**src/rtl/deserializer.sv**
```systemverilog
// deserializer: serial-to-parallel stage. Packs a valid-qualified 1-bit
// stream MSB-first into DATA_W-bit words and emits each word with its
// bit count as a one-cycle pulse.
// Optional feature macro: DESERIALIZER_GAP_FLUSH_EN
//   defined   -> a gap (valid low) after a partial frame ends the frame
//                (emit if >= MIN_BITS bits, otherwise pulse short_frame_o)
//   undefined -> gaps pause accumulation; only full words are emitted
module deserializer #(
  parameter int DATA_W   = 16,
  parameter int MOD_W    = $clog2(DATA_W),
  parameter int MIN_BITS = 3
) (
  input  logic              clk_i,
  input  logic              srst_i,
  input  logic              ser_data_i,
  input  logic              ser_data_val_i,
  output logic [DATA_W-1:0] deser_data_o,
  output logic [MOD_W-1:0]  deser_data_mod_o,
  output logic              deser_data_val_o,
  output logic              short_frame_o
);

  typedef enum logic [0:0] {
    ST_IDLE    = 1'b0,
    ST_COLLECT = 1'b1
  } state_e;

  // Count value reached just before the final bit of a full word.
  localparam logic [MOD_W:0] LAST_C = (MOD_W+1)'(DATA_W - 1);
`ifdef DESERIALIZER_GAP_FLUSH_EN
  localparam logic [MOD_W:0] MIN_C  = (MOD_W+1)'(MIN_BITS);
`endif

  // Reject configurations the packing logic does not support.
  if (DATA_W < 4 || (DATA_W & (DATA_W - 1)) != 0) begin : g_bad_data_w
    $error("deserializer: DATA_W must be a power of two >= 4");
  end
  if (MIN_BITS < 1 || MIN_BITS >= DATA_W) begin : g_bad_min_bits
    $error("deserializer: MIN_BITS must be in 1..DATA_W-1");
  end

  state_e              state_q, state_d;
  logic [MOD_W:0]      cnt_q, cnt_d;
  logic [DATA_W-1:0]   sr_q, sr_d;
  logic [DATA_W-1:0]   data_q, data_d;
  logic [MOD_W-1:0]    mod_q, mod_d;
  logic                val_q, val_d;
  logic                short_q, short_d;

  logic [MOD_W-1:0]    pos_s;
  logic [DATA_W-1:0]   sr_ins_s;

  // Shift register with the incoming bit written at the current MSB-first slot.
  always_comb begin
    pos_s    = LAST_C[MOD_W-1:0] - cnt_q[MOD_W-1:0];
    sr_ins_s = sr_q;
    sr_ins_s[pos_s] = ser_data_i;
  end

  // Next-state, packing and output-pulse decisions.
  always_comb begin
    state_d = state_q;
    cnt_d   = cnt_q;
    sr_d    = sr_q;
    data_d  = data_q;
    mod_d   = mod_q;
    val_d   = 1'b0;
    short_d = 1'b0;
    case (state_q)
      ST_IDLE: begin
        if (ser_data_val_i) begin
          sr_d             = '0;
          sr_d[DATA_W-1]   = ser_data_i;
          cnt_d            = {{MOD_W{1'b0}}, 1'b1};
          state_d          = ST_COLLECT;
        end else begin
          state_d = ST_IDLE;
        end
      end
      ST_COLLECT: begin
        if (ser_data_val_i) begin
          if (cnt_q == LAST_C) begin
            // Final bit of a full word: publish it and restart in IDLE.
            data_d  = sr_ins_s;
            mod_d   = '0;
            val_d   = 1'b1;
            sr_d    = '0;
            cnt_d   = '0;
            state_d = ST_IDLE;
          end else begin
            sr_d  = sr_ins_s;
            cnt_d = cnt_q + {{MOD_W{1'b0}}, 1'b1};
          end
        end else begin
`ifdef DESERIALIZER_GAP_FLUSH_EN
          // Gap ends the frame: emit it if long enough, else flag it.
          if (cnt_q >= MIN_C) begin
            data_d = sr_q;
            mod_d  = cnt_q[MOD_W-1:0];
            val_d  = 1'b1;
          end else begin
            short_d = 1'b1;
          end
          sr_d    = '0;
          cnt_d   = '0;
          state_d = ST_IDLE;
`else
          // Gap pauses collection; everything holds until the next bit.
          state_d = ST_COLLECT;
`endif
        end
      end
      default: begin
        state_d = ST_IDLE;
        cnt_d   = '0;
        sr_d    = '0;
      end
    endcase
  end

  // State and registered outputs, synchronous reset.
  always_ff @(posedge clk_i) begin
    if (srst_i) begin
      state_q <= ST_IDLE;
      cnt_q   <= '0;
      sr_q    <= '0;
      data_q  <= '0;
      mod_q   <= '0;
      val_q   <= 1'b0;
      short_q <= 1'b0;
    end else begin
      state_q <= state_d;
      cnt_q   <= cnt_d;
      sr_q    <= sr_d;
      data_q  <= data_d;
      mod_q   <= mod_d;
      val_q   <= val_d;
      short_q <= short_d;
    end
  end

  assign deser_data_o     = data_q;
  assign deser_data_mod_o = mod_q;
  assign deser_data_val_o = val_q;
  assign short_frame_o    = short_q;

endmodule
```
**config.mk**
```make
export PLATFORM = sky130hd
export DESIGN_NAME = deserializer
export DESIGN_NICKNAME = d
export VERILOG_FILES = /design/src/rtl/deserializer.sv
export SDC_FILE = /design/constraint.sdc
export NUM_CORES = 1
export LEC_CHECK = 0
export ABC_AREA = 1
export CAP_MARGIN = 20
export CORE_MARGIN = 1.5
export CORE_UTILIZATION = 58
export DETAILED_ROUTE_END_ITERATION = 12
export PLACE_DENSITY = 0.84
export RECOVER_POWER = 100
export SLEW_MARGIN = 15
export SYNTH_ARGS = -nofsm -noshare
export SYNTH_HDL_FRONTEND = slang
export SYNTH_SLANG_ARGS = --single-unit
```
**constraint.sdc**
```tcl
create_clock -name clk_i -period 3.3 [get_ports clk_i]
set_clock_uncertainty 0.2 [all_clocks]
set_input_delay 0.66 -clock clk_i [delete_from_list [all_inputs] [get_ports clk_i]]
set_output_delay 0.66 -clock clk_i [all_outputs]
set_load 0.02 [all_outputs]
```
### Word-level counts from Yosys, hierarchy flattened

Cells that the tools add are included.

* output and inout port bits: 22
* logic and storage cells: 34
* input port bits: 4
* flip-flop bits (word level): 39

* mux-type cells: 16
* reduce and logical (&&, ||, !) cells: 4
* magnitude comparators: 2
* equality and inequality tests: 3
* $add $sub $neg: 2
* bitwise logic cells: 2

Operator list (count)
* 16-bit two-way mux: 3
* 16-bit case mux with 2 select lines: 1
* 16-bit bitwise mux: 1
* 5-bit two-way mux: 3
* 5-bit case mux with 2 select lines: 1
* 5-bit by 1-bit adder with 5-bit output (second input constant): 1
* 5-bit by 4-bit equality test with 1-bit output (second input constant): 1
* 4-bit by 5-bit less-than comparator with 1-bit output (second input constant): 1
* 1-bit two-way mux: 5
* 1-bit demux with 4-bit select: 1
* 4-bit by 1-bit >= comparator with 1-bit output (second input constant): 1
* 2-bit != test (second input constant): 2
* 4-bit subtractor (first input constant): 1
* 3-bit AND reduction: 1
* 3-bit OR reduction: 1
* 1-bit inverter: 2
* 1-bit case mux with 2 select lines: 1
* 2-bit AND reduction: 1
* 1-bit logical AND: 1

### Logic depth before layout (Yosys ltp)

* depth after elaboration: 9
* mapped depth: 9
* mapped depth without buffers: 7

### Worst setup path after synthesis

Ideal clock, no wire load.

* path kind: reg-to-reg
* from: register cnt_q[0]
* to: register data_q[10], in the netlist deser_data_o[10]
* period minus slack after synthesis: 1.620 ns
* data arrival time: 1.308 ns
* data required time: 2.987 ns
* path buffers: 2
* setup slack: 1.680 ns
* setup time: 0.113 ns
* cell stages (with the launch flop): 9
* path through: dfxtp_1 ha_1 buf_4 nand3_4 nor2_8 a21oi_4 buf_4 nand2_1 nand2_1

* word-level cells in the longest chain between the ends: 6
* elaborated cells between the ends (all ways): 9
* classes of those cells: add/sub (1); order compare (2); eq/ne (1); mux (3); reduce/logical (2)

RTL lines
* from (decl): RTL line 43 `logic [MOD_W:0] cnt_q, cnt_d;`
* from (signal assigned): RTL line 133 `cnt_q <= cnt_d;`
* 4-bit subtractor: RTL line 55 `pos_s = LAST_C[MOD_W-1:0] - cnt_q[MOD_W-1:0];`
* 4-bit by 5-bit less-than comparator with 1-bit output (not written as such) / 4-bit by 1-bit >= comparator with 1-bit output (equally long branches): RTL line 57 `sr_ins_s[pos_s] = ser_data_i;`
* 1-bit logical AND (not written as such): RTL line 57
* 1-bit two-way mux (not written as such): RTL line 57
* 1-bit demux with 4-bit select: RTL line 57
* 16-bit bitwise mux: RTL line 57
* to (signal assigned): RTL line 135 `data_q <= data_d;`
* to (decl): RTL line 45 `logic [DATA_W-1:0] data_q, data_d;`

Several ways; a longest one is shown, not always the timed one.
A chain may end at the register's enable or synchronous reset.

### Worst setup path in the final report

* from: register cnt_q[2]
* to: register data_q[7], in the netlist deser_data_o[7]

The elaborated chain is that of the path after synthesis.

==> impl_metrics.py <==
metrics = {
    "synth": {
        "ys_types": 28,
        "synth_top_area_cell": "dfxtp_1",
        "synth_area_um2": 1920,
        "postSynthAreaPerCell_um2": 7.27,
        "synth-async-reset-ratio_pct": 0,
        "synth_edf_count": 0,
        "yosysMostFrequentCell": "nand2_1",
        "postSynthCellCount": 264,
        "synthTopCellsByCount": "nand2_1 (121), dfxtp_1 (39), a21oi_1 (21), nand3_1 (17), nand4_1 (12)",
        "synth-seq-area-share_pct": 40.7,
        "yosys-top-cells-area": "dfxtp_1 (41%), nand2_1 (24%), a21oi_1 (5.5%), ha_1 (4.6%), nand3_1 (4.4%)",
        "netlist.area_leader.share_pct": 40.7,
        "synth_ff_type": "dfxtp_1",
        "ys_ff_latch": 39,
        "ys_warn_count": 0,
    },
    "setup_path": {
        "worstPathRequired_ns": 3.34,
        "worstPathArrival_ns": 2.50,
        "crit_type": "register to register",
        "start_kind": "register",
        "cp_max_fo": 20,
        "critPathCaptureType": "register",
        "r2r_setup_slack_ns": 0.84,
    },
    "layout": {
        "diodes": 0,
        "stdcell_count": 322,
        "area_delta_synth_final_pct": 10.2,
        "drive_gt1_share_pct": 6.47,
        "nNetsFinal": 288,
    },
    "floorplanning": {
        "floorplan.initialDensity_pct": 61.9,
        "core_area_um2": 3100,
        "std_cell_rows": 20,
        "die_y_um": 60.5,
        "die_x_um": 60.5,
        "io_pins": 26,
        "die_area_um2": 3670,
    },
    "clocking": {
        "post_cts_resized": 0,
        "path_clk_slew_ns": 0.12,
        "clk_latency_ns": 0.34,
        "numClockSinks": 39,
        "cts.root.buffer_cell": "clkbuf_4",
        "post_cts_buffers": 0,
        "cts_tree": "done",
        "cts-htree-levels": 2,
        "cts_buffers": 5,
        "cts_max_path_buffers": 2,
        "ctsHoldBuffers": 0,
    },
    "detailed_routing": {
        "drc": 0,
        "vias": 1617,
        "dr.pass1.iters": 5,
        "routed_wl_um": 3770,
        "drt_iter0_markers": 58,
        "final_antenna_net_count": 0,
        "wire_per_inst_um": 11.7,
        "vias_per_cell": 5.02,
    },
    "pwr": {
        "power.leakage_nw": 0.967,
        "finalPower_mw": 0.867,
        "peakVddDrop_v": 0.000195,
        "power.density_nw_per_um2": 410,
    },
    "timing": {
        "report.final.hold_viol_count": 0,
        "finalMaxSlewViolations": 0,
        "setup_viol": 0,
        "finalCriticalPeriod_ns": 2.46,
        "period_share_pct": 74.4,
        "slew_headroom_pct": 46.6,
        "rsz0062_at_grt": "false",
        "worst_pin_slew_ns": 0.801,
        "setup-tns-final_ns": 0,
        "worst_slack_ns": 0.845,
        "max_freq_ghz": 0.407,
    },
    "placed_design": {
        "post-dp-hpwl_um": 2470,
        "dp_slack_ns": 0.918,
        "gp_congestion": 0.850,
        "numPortBuffers": 20,
        "dpl.cell_count": 314,
    },
    "grt": {
        "grt_overflow": 0,
        "grt_max_degree": 24,
        "grt_pass1_vias": 1385,
        "grt_use_total_pct": 22.6,
        "grt_pass1_wl_um": 6240,
        "antenna_found_initial": 0,
    },
    "worst_hold_path": {
        "min_path_type": "register to register",
    },
    "status": {
        "status": "finished, final reports clean",
    },
    "job": {
        "cap_violations": 0,
    },
}
layout by cell type (no fill, tap or decap), drive strengths merged:
cell type	count
nand2	123
dfxtp	39
a21oi	22
dlygate4sd3	20
nand3	18
nand4	12
inv	9
ha	7
nor2	7
clkbuf	6
conb	5
clkinv	2
o21ai	2
o21a	1
nor3b	1
nor3	1
nor4	1
bufinv	1
buf	1
critical path, stage by stage (launching register included):
cell and delay (ns):
dfxtp_1 0.84, nand3_1 0.26, nor2_1 0.49, a21oi_2 0.35, nand2_1 0.15, nand2_1 0.06
flip-flops by register name, summed over array words and instances, names as in the netlist:
signal            flops
deser_data_o         16
deser_data_val_o      1
sr_q                 16
cnt_q                 5
state_q               1
worst paths after layout:
path                                       from               to  cells after the start
worst max-delay path                   cnt_q[2]  deser_data_o[7]                      5
worst min-delay path            deser_data_o[0]  deser_data_o[0]                      2
worst max register to register         cnt_q[2]  deser_data_o[7]                      5
worst min register to register  deser_data_o[0]  deser_data_o[0]                      2
where the power goes:
group / internal, mW / switching [mW] / total [mW]
Clock: 0.179 / 0.156 / 0.335
Sequential: 0.474 / 0.00479 / 0.479
Combinational: 0.0139 / 0.0394 / 0.0533
layout make-up:
type | count | area, um^2
clock buffers | 6 | 51.3
clock inverters | 2 | 35.0
fillers | 286 | 987
inverters | 10 | 40.0
multi-input cells | 200 | 946
flip-flops and latches | 39 | 781
well taps | 44 | 55.1
repair buffers | 21 | 208
per-stage QoR:
step / util [%] / hold slack (ns) / area, um^2
floorplan: - / 0.245 / 1940
global placement: 66.6 / 0.227 / 2070
detailed placement: 66.6 / 0.234 / 2070
CTS: 69.4 / 0.256 / 2150
global route: 68.2 / 0.273 / 2120
finish: 68.2 / 0.250 / 2120
layer usage:
| metal | vias to the layer above | global-route usage, % | wire [um] |
|---|---|---|---|
| met3 | 2 | 5.33 | 164 |
| li1 | 866 | - | - |
| met4 | 0 | 8.70 | 19 |
| met5 | - | 0 | 0 |
| met2 | 46 | 36.0 | 1780 |
| met1 | 703 | 29.8 | 1810 |
logic make-up (layout without fill, tap and decap cells):
logic type / after synthesis / after routing / synth area share, %
AOI/OAI and AO/OA: 25 / 25 / 7.23
DFF: 39 / 39 / 40.7
adders and majority gates: 7 / 7 / 4.56
other: 1 / 5 / 0.195
and+or+nand+nor: 163 / 163 / 38.4
buffers and inverters: 29 / 39 / 8.99
No activity file was read; power rests on OpenSTA's default activity.
